File: src/rtl/led_seq_pkg.sv
// Shared types and helpers for the LED pattern sequencer: FSM states,
// mode/rate encodings, divider reload value and per-mode starting pattern.
package led_seq_pkg;

  typedef enum logic [1:0] {
    S_IDLE,
    S_RUN,
    S_PAUSE
  } state_e;

  typedef enum logic [1:0] {
    MODE_BLINK  = 2'd0,
    MODE_SHIFT  = 2'd1,
    MODE_BOUNCE = 2'd2,
    MODE_COUNT  = 2'd3
  } mode_e;

  typedef enum logic [1:0] {
    RATE_1S      = 2'd0,
    RATE_HALF    = 2'd1,
    RATE_QUARTER = 2'd2,
    RATE_EIGHTH  = 2'd3
  } rate_e;

  localparam int unsigned MAX_LEDS = 64;

  // Terminal divider count: one step every clk_hz / 2^rate cycles.
  function automatic int unsigned delay_for_rate(input int unsigned clk_hz,
                                                 input logic [1:0]  rate);
    return (clk_hz >> rate) - 1;
  endfunction

  function automatic logic [MAX_LEDS-1:0] initial_pattern(input mode_e       mode,
                                                          input int unsigned n);
    logic [MAX_LEDS-1:0] p;
    p = '0;
    if (n != 0 && (mode == MODE_SHIFT || mode == MODE_BOUNCE)) p[0] = 1'b1;
    return p;
  endfunction

endpackage

File: src/rtl/led_pattern_sequencer_if.sv
// Command/status bundle between the board top (master) and the sequencer (slave).
interface led_pattern_sequencer_if #(
  parameter int unsigned NUM_LEDS = 10
);
  logic                START;
  logic                STOP;
  logic [1:0]          RATE_SEL;
  logic [1:0]          MODE_SEL;
  logic [NUM_LEDS-1:0] LEDR;
  logic                BUSY;
  logic                TICK;

  modport master (output START, STOP, RATE_SEL, MODE_SEL,
                  input  LEDR, BUSY, TICK);
  modport slave  (input  START, STOP, RATE_SEL, MODE_SEL,
                  output LEDR, BUSY, TICK);
endinterface

File: src/rtl/led_seq_tick_gen.sv
// Enable-gated step divider: period latched from rate_sel on load and at each wrap,
// so a mid-period rate change never lets the count overshoot.
module led_seq_tick_gen
  import led_seq_pkg::*;
#(
  parameter int unsigned CLK_HZ    = 50_000_000,
  parameter int unsigned DIV_WIDTH = 26
) (
  input  logic       clk,
  input  logic       rst_n,
  input  logic       en,
  input  logic       clr,
  input  logic       load,
  input  logic [1:0] rate_sel,
  output logic       wrap,
  output logic       tick
);

  logic [DIV_WIDTH-1:0] cnt_q;
  logic [DIV_WIDTH-1:0] delay_q;
  logic [DIV_WIDTH-1:0] delay_d;

  always_comb delay_d = DIV_WIDTH'(delay_for_rate(CLK_HZ, rate_sel));

  assign wrap = en && (cnt_q == delay_q);

  always_ff @(posedge clk or negedge rst_n) begin
    if (!rst_n) begin
      cnt_q   <= '0;
      delay_q <= '0;
      tick    <= 1'b0;
    end else begin
      tick <= 1'b0;
      if (load) begin
        cnt_q   <= '0;
        delay_q <= delay_d;
      end else if (clr) begin
        cnt_q <= '0;
      end else if (wrap) begin
        cnt_q   <= '0;
        delay_q <= delay_d;
        tick    <= 1'b1;
      end else if (en) begin
        cnt_q <= cnt_q + DIV_WIDTH'(1);
      end
    end
  end

endmodule

File: src/rtl/led_pattern_sequencer.sv
// IDLE/RUN/PAUSE controller stepping an LED bank through four patterns.
// Define LED_SEQ_INPUT_SYNC_EN to accept START/STOP as asynchronous levels.
module led_pattern_sequencer
  import led_seq_pkg::*;
#(
  parameter int unsigned CLK_HZ    = 50_000_000,
  parameter int unsigned NUM_LEDS  = 10,
  parameter int unsigned DIV_WIDTH = 26
) (
  input  logic                   CLOCK_50,
  input  logic                   RESET_N,
  led_pattern_sequencer_if.slave bus
);

  // Asynchronous assert, two-flop synchronised release.
  logic [1:0] rst_sync_q;
  logic       rst_n;

  always_ff @(posedge CLOCK_50 or negedge RESET_N) begin
    if (!RESET_N) rst_sync_q <= '0;
    else          rst_sync_q <= {rst_sync_q[0], 1'b1};
  end
  assign rst_n = rst_sync_q[1];

  logic start_cmd;
  logic stop_cmd;

`ifdef LED_SEQ_INPUT_SYNC_EN
  logic [2:0] start_sync_q;
  logic [2:0] stop_sync_q;

  always_ff @(posedge CLOCK_50 or negedge rst_n) begin
    if (!rst_n) begin
      start_sync_q <= '0;
      stop_sync_q  <= '0;
      start_cmd    <= 1'b0;
      stop_cmd     <= 1'b0;
    end else begin
      start_sync_q <= {start_sync_q[1:0], bus.START};
      stop_sync_q  <= {stop_sync_q[1:0], bus.STOP};
      start_cmd    <= start_sync_q[1] & ~start_sync_q[2];
      stop_cmd     <= stop_sync_q[1] & ~stop_sync_q[2];
    end
  end
`else
  assign start_cmd = bus.START;
  assign stop_cmd  = bus.STOP;
`endif

  state_e state_q, state_d;
  logic   busy_q;
  logic   load_init, clr_leds, run_en, div_clr;
  logic   step, tick;

  always_ff @(posedge CLOCK_50 or negedge rst_n) begin
    if (!rst_n) begin
      state_q <= S_IDLE;
      busy_q  <= 1'b0;
    end else begin
      state_q <= state_d;
      busy_q  <= (state_d != S_IDLE);
    end
  end

  // STOP has priority over START in every state.
  always_comb begin
    state_d = state_q;
    case (state_q)
      S_IDLE:  if (start_cmd && !stop_cmd) state_d = S_RUN;
      S_RUN:   if (stop_cmd) state_d = S_PAUSE;
      S_PAUSE: if (stop_cmd) state_d = S_IDLE;
               else if (start_cmd) state_d = S_RUN;
      default: state_d = S_IDLE;
    endcase
  end

  always_comb begin
    load_init = (state_q == S_IDLE) && start_cmd && !stop_cmd;
    clr_leds  = (state_q == S_PAUSE) && stop_cmd;
    run_en    = (state_q == S_RUN) && !stop_cmd;
    div_clr   = (state_q == S_IDLE);
  end

  led_seq_tick_gen #(
    .CLK_HZ   (CLK_HZ),
    .DIV_WIDTH(DIV_WIDTH)
  ) u_tick_gen (
    .clk     (CLOCK_50),
    .rst_n   (rst_n),
    .en      (run_en),
    .clr     (div_clr),
    .load    (load_init),
    .rate_sel(bus.RATE_SEL),
    .wrap    (step),
    .tick    (tick)
  );

  logic [NUM_LEDS-1:0] led_q, led_step, init_new;
  mode_e               mode_q, mode_in;
  logic                dir_up_q, dir_step;

  assign mode_in  = mode_e'(bus.MODE_SEL);
  assign init_new = NUM_LEDS'(initial_pattern(mode_in, NUM_LEDS));

  // Bounce flips direction as the lit bit lands on an end, so no end repeats.
  always_comb begin
    led_step = led_q;
    dir_step = dir_up_q;
    case (mode_q)
      MODE_BLINK: led_step = ~led_q;
      MODE_SHIFT: led_step = {led_q[NUM_LEDS-2:0], led_q[NUM_LEDS-1]};
      MODE_BOUNCE: begin
        if (dir_up_q) begin
          led_step = led_q << 1;
          if (led_q[NUM_LEDS-2]) dir_step = 1'b0;
        end else begin
          led_step = led_q >> 1;
          if (led_q[1]) dir_step = 1'b1;
        end
      end
      MODE_COUNT: led_step = led_q + NUM_LEDS'(1);
      default:    led_step = led_q;
    endcase
  end

  always_ff @(posedge CLOCK_50 or negedge rst_n) begin
    if (!rst_n) begin
      led_q    <= '0;
      mode_q   <= MODE_BLINK;
      dir_up_q <= 1'b1;
    end else if (load_init || (step && mode_in != mode_q)) begin
      led_q    <= init_new;
      mode_q   <= mode_in;
      dir_up_q <= 1'b1;
    end else if (clr_leds) begin
      led_q <= '0;
    end else if (step) begin
      led_q    <= led_step;
      dir_up_q <= dir_step;
    end
  end

  assign bus.LEDR = led_q;
  assign bus.BUSY = busy_q;
  assign bus.TICK = tick;

endmodule

File: src/flat_wrapper.sv
// flat-port wrapper written by rule: the top's interface ports become plain ports
module led_pattern_sequencer_flat import led_seq_pkg::*;
#(
  parameter int unsigned CLK_HZ    = 50_000_000,
  parameter int unsigned NUM_LEDS  = 10,
  parameter int unsigned DIV_WIDTH = 26
)
  (CLOCK_50, RESET_N, bus_START, bus_STOP, bus_RATE_SEL, bus_MODE_SEL, bus_LEDR, bus_BUSY, bus_TICK);
  led_pattern_sequencer_if #(.NUM_LEDS(NUM_LEDS)) bus_i ();
  input  logic CLOCK_50;
  input  logic RESET_N;
  input wire logic [$bits(bus_i.START)-1:0] bus_START;
  input wire logic [$bits(bus_i.STOP)-1:0] bus_STOP;
  input wire logic [$bits(bus_i.RATE_SEL)-1:0] bus_RATE_SEL;
  input wire logic [$bits(bus_i.MODE_SEL)-1:0] bus_MODE_SEL;
  output wire logic [$bits(bus_i.LEDR)-1:0] bus_LEDR;
  output wire logic [$bits(bus_i.BUSY)-1:0] bus_BUSY;
  output wire logic [$bits(bus_i.TICK)-1:0] bus_TICK;
  assign bus_i.START = bus_START;
  assign bus_i.STOP = bus_STOP;
  assign bus_i.RATE_SEL = bus_RATE_SEL;
  assign bus_i.MODE_SEL = bus_MODE_SEL;
  assign bus_LEDR = bus_i.LEDR;
  assign bus_BUSY = bus_i.BUSY;
  assign bus_TICK = bus_i.TICK;
  led_pattern_sequencer #(.CLK_HZ(CLK_HZ), .NUM_LEDS(NUM_LEDS), .DIV_WIDTH(DIV_WIDTH)) u_core (.CLOCK_50(CLOCK_50), .RESET_N(RESET_N), .bus(bus_i));
endmodule
File: config.mk
export PLATFORM = sky130hd
export DESIGN_NAME = led_pattern_sequencer_flat
export DESIGN_NICKNAME = d
export VERILOG_FILES = /design/src/rtl/led_seq_pkg.sv /design/src/rtl/led_pattern_sequencer_if.sv /design/src/rtl/led_seq_tick_gen.sv /design/src/rtl/led_pattern_sequencer.sv /design/src/flat_wrapper.sv
export SDC_FILE = /design/constraint.sdc
export NUM_CORES = 1
export LEC_CHECK = 0
export CORE_ASPECT_RATIO = 0.9
export CORE_MARGIN = 5
export CORE_UTILIZATION = 40
export DETAILED_ROUTE_END_ITERATION = 10
export PLACE_DENSITY = 0.69
export SETUP_SLACK_MARGIN = 0.05
export SLEW_MARGIN = 20
export SYNTH_ARGS = -nofsm -noshare
export SYNTH_HDL_FRONTEND = slang
export SYNTH_SLANG_ARGS = --single-unit
File: constraint.sdc
create_clock -name CLOCK_50 -period 3.3 [get_ports CLOCK_50]
set_input_delay 0.66 -clock CLOCK_50 [delete_from_list [all_inputs] [get_ports CLOCK_50]]
set_output_delay 0.66 -clock CLOCK_50 [all_outputs]
set_load 0.02 [all_outputs]
==> metrics <==
largest net degree at the start of global routing 32; # rows 33; critical path startpoint category input port; CTS Buf Count 9; root buffer cell clkbuf_8; Place WS 0.287 ns; Placed Area 3970 um2; ANT cells 0; gpl congestion 0.910; Die X 111 um; synthesized instance count 388; initial antenna violation count 0; clock sinks 61; CTS tree yes; Mapped Nets 399; Synth area leaders dfrtp_1 (41%), xor2_1 (7.2%), mux2i_1 (3.8%); Area Overhead vs Synth 13.9%; Final Cell Area 4180 um2; Synth top area share 40.9%; DRT iter0 DRCs 184; DRC errors left 0; DR vias/cell 5.54; Slew HR 52.6%; TritonRoute pass-1 iters 5; worst-margin pin slew 0.711 ns; die footprint 11200 um2; # Post-CTS Setup Buffers 0; Tmin final 2.66 ns; Final nets 413; Max Cap Violations 0; # IOs 20; Worst-Skew Late Latency 0.35 ns; GRT overflow 0; die height 101 um; syn avg cell area 9.46 um2; port buffer count 19; crit path max fanout 19; cts hold-fix bufs 0; Yosys top cell by area dfrtp_1; status completed; Async S/R FF share, synth 100%; Post-DRT Antenna Nets 0; first-pass GRT wire length 14.4 mm; setup TNS 0 ns; HP Class reg -> async; CORE AREA 9040 um2; predominant post-synthesis flop cell dfrtp_1; setup ws final 0.640 ns; Final Hold Fails 0; worst vdd ir 0.377 mV; max frequency 376 MHz; RSZ-0062 raised after global routing no; commonest cells in the synthesized netlist dfrtp_1 (60), nor2_1 (34), nand2_1 (33), xor2_1 (30), nand3_1 (24); HPWL reported at the end of detailed placement 5.91 mm; PostCTS Resize Cnt 0; wire length per cell 16.1 um; Arrival @ worst endpoint 2.95 ns; Power Density 505 nW/um2; clock slew at reported path FFs 0.07 ns; Mapped Area 3670 um2; Seq/Total Area, Yosys 41.6%; Starting Density 40.6%; crit path kind in -> reg; most frequent cell after synthesis dfrtp_1; H-tree levels 3; fin crit share 80.6%; Slew Limit Fails 0; vias post-DR 2932; GRT Overall Usage 16.0%; endpoints failing setup 0; Synthesis Warnings 0; vias in the first global route 2923; number of synthesized flops with an enable pin 0; flops & latches, synth 61; drt total wl 8.52 mm; layout cells sized above 1 12.3%; library cells used by synthesis 60; Worst Setup End Kind register; Clock Skew 0.00835 ns; Leak 1.80 nW; CP required 3.59 ns; Max clock buf depth 2; Core Util, Final 46.3%
power breakdown:
part           internal (mW)  total [mW]  switching, mW
Clock                  0.420       0.729          0.309
Combinational          0.215       0.454          0.240
Sequential             0.812       0.927          0.115
Total                   1.45        2.11          0.663
worst paths after layout:
| check | slack (ns) | endpoint | from | cells after the start |
|---|---|---|---|---|
| max reg2reg | 0.78 | u_core.bus.LEDR[9] | u_core.u_tick_gen.cnt_q[15] | 6 |
| min in group CLOCK_50 | 0.35 | u_core.rst_sync_q[1] | u_core.rst_sync_q[0] | 0 |
| min reg2reg | 0.30 | u_core.u_tick_gen.cnt_q[20] | u_core.rst_sync_q[1] | 0 |
| max | 0.64 | u_core.bus.LEDR[9] | bus_STOP | 7 |
| min | 0.30 | u_core.u_tick_gen.cnt_q[20] | u_core.rst_sync_q[1] | 0 |
| max in group asynchronous | 2.11 | u_core.dir_up_q | u_core.rst_sync_q[1] | 1 |
cells by family after synthesis:
family / Yosys count / share of synthesized area (%)
xor gates and xnor gates: 41 / 9.78
DFF: 61 / 41.6
other: 1 / 0.102
buffers and inverters: 33 / 3.82
adders and majority gates: 3 / 1.02
muxes: 26 / 8.11
and+or+nand+nor: 158 / 23.0
AOI/OAI and AO/OA: 65 / 12.5
metal layers:
layer  up-vias  routed length (um)  GRT usage (%)
met5         -                   0              0
met2        53                4050           24.7
met1      1449                4080           21.5
met3         6                 326           4.20
li1       1424                   -              -
met4         0                  59           6.53
registers in the layout, summed over array words and instances (netlist names):
name                       flops
u_core.rst_sync_q              2
u_core.state_q                 2
u_core.u_tick_gen.cnt_q       26
u_core.mode_q                  2
u_core.u_tick_gen.tick         1
u_core.bus.BUSY                1
u_core.bus.LEDR               10
u_core.dir_up_q                1
u_core.u_tick_gen.delay_q     16
cell type report:
type	count	area, um2
clock inverter	7	90.1
sequential	61	1530
clock buffer	9	124
tap	122	153
multi-input combinational	294	2000
fill	884	4860
inverter	9	33.8
timing repair buffer	27	250
stage by stage:
| stage | instances | power (mW) | hold slack, ns |
|---|---|---|---|
| 2_1_floorplan | 388 | 1.25 | 0.331 |
| 3_3_place_gp | 513 | 1.38 | 0.314 |
| 3_5_place_dp | 513 | 1.39 | 0.314 |
| 4_1_cts | 529 | 2.14 | 0.323 |
| 5_1_grt | 529 | 2.24 | 0.357 |
| 6_report | 529 | 2.11 | 0.300 |
critical path: stages:
cell,delay (ns)
clkdlybuf4s50_1,0.57
nor3b_2,0.34
nand3b_1,0.11
nor3_1,0.29
nand4_4,0.33
a2111oi_0,0.48
a31o_2,0.17
cells in the final DEF, fill, tap and decap left out, types with 4 or more instances in the layout:
cell / n
nand3_1: 24
a22oi_1: 4
o21ai_0: 9
mux2_2: 10
and3_1: 9
or3_1: 11
xor2_1: 30
inv_1: 8
a211oi_1: 4
a21oi_1: 20
a31oi_1: 7
nor3_1: 8
and4_1: 6
dfrtp_1: 59
xnor2_1: 11
clkbuf_8: 9
nand2_1: 33
buf_4: 8
and2_1: 5
mux2i_1: 14
clkdlybuf4s50_1: 19
nor4_1: 4
nor2_1: 34
nand4_1: 10
Note: power is estimated with default switching activity, not from simulation.
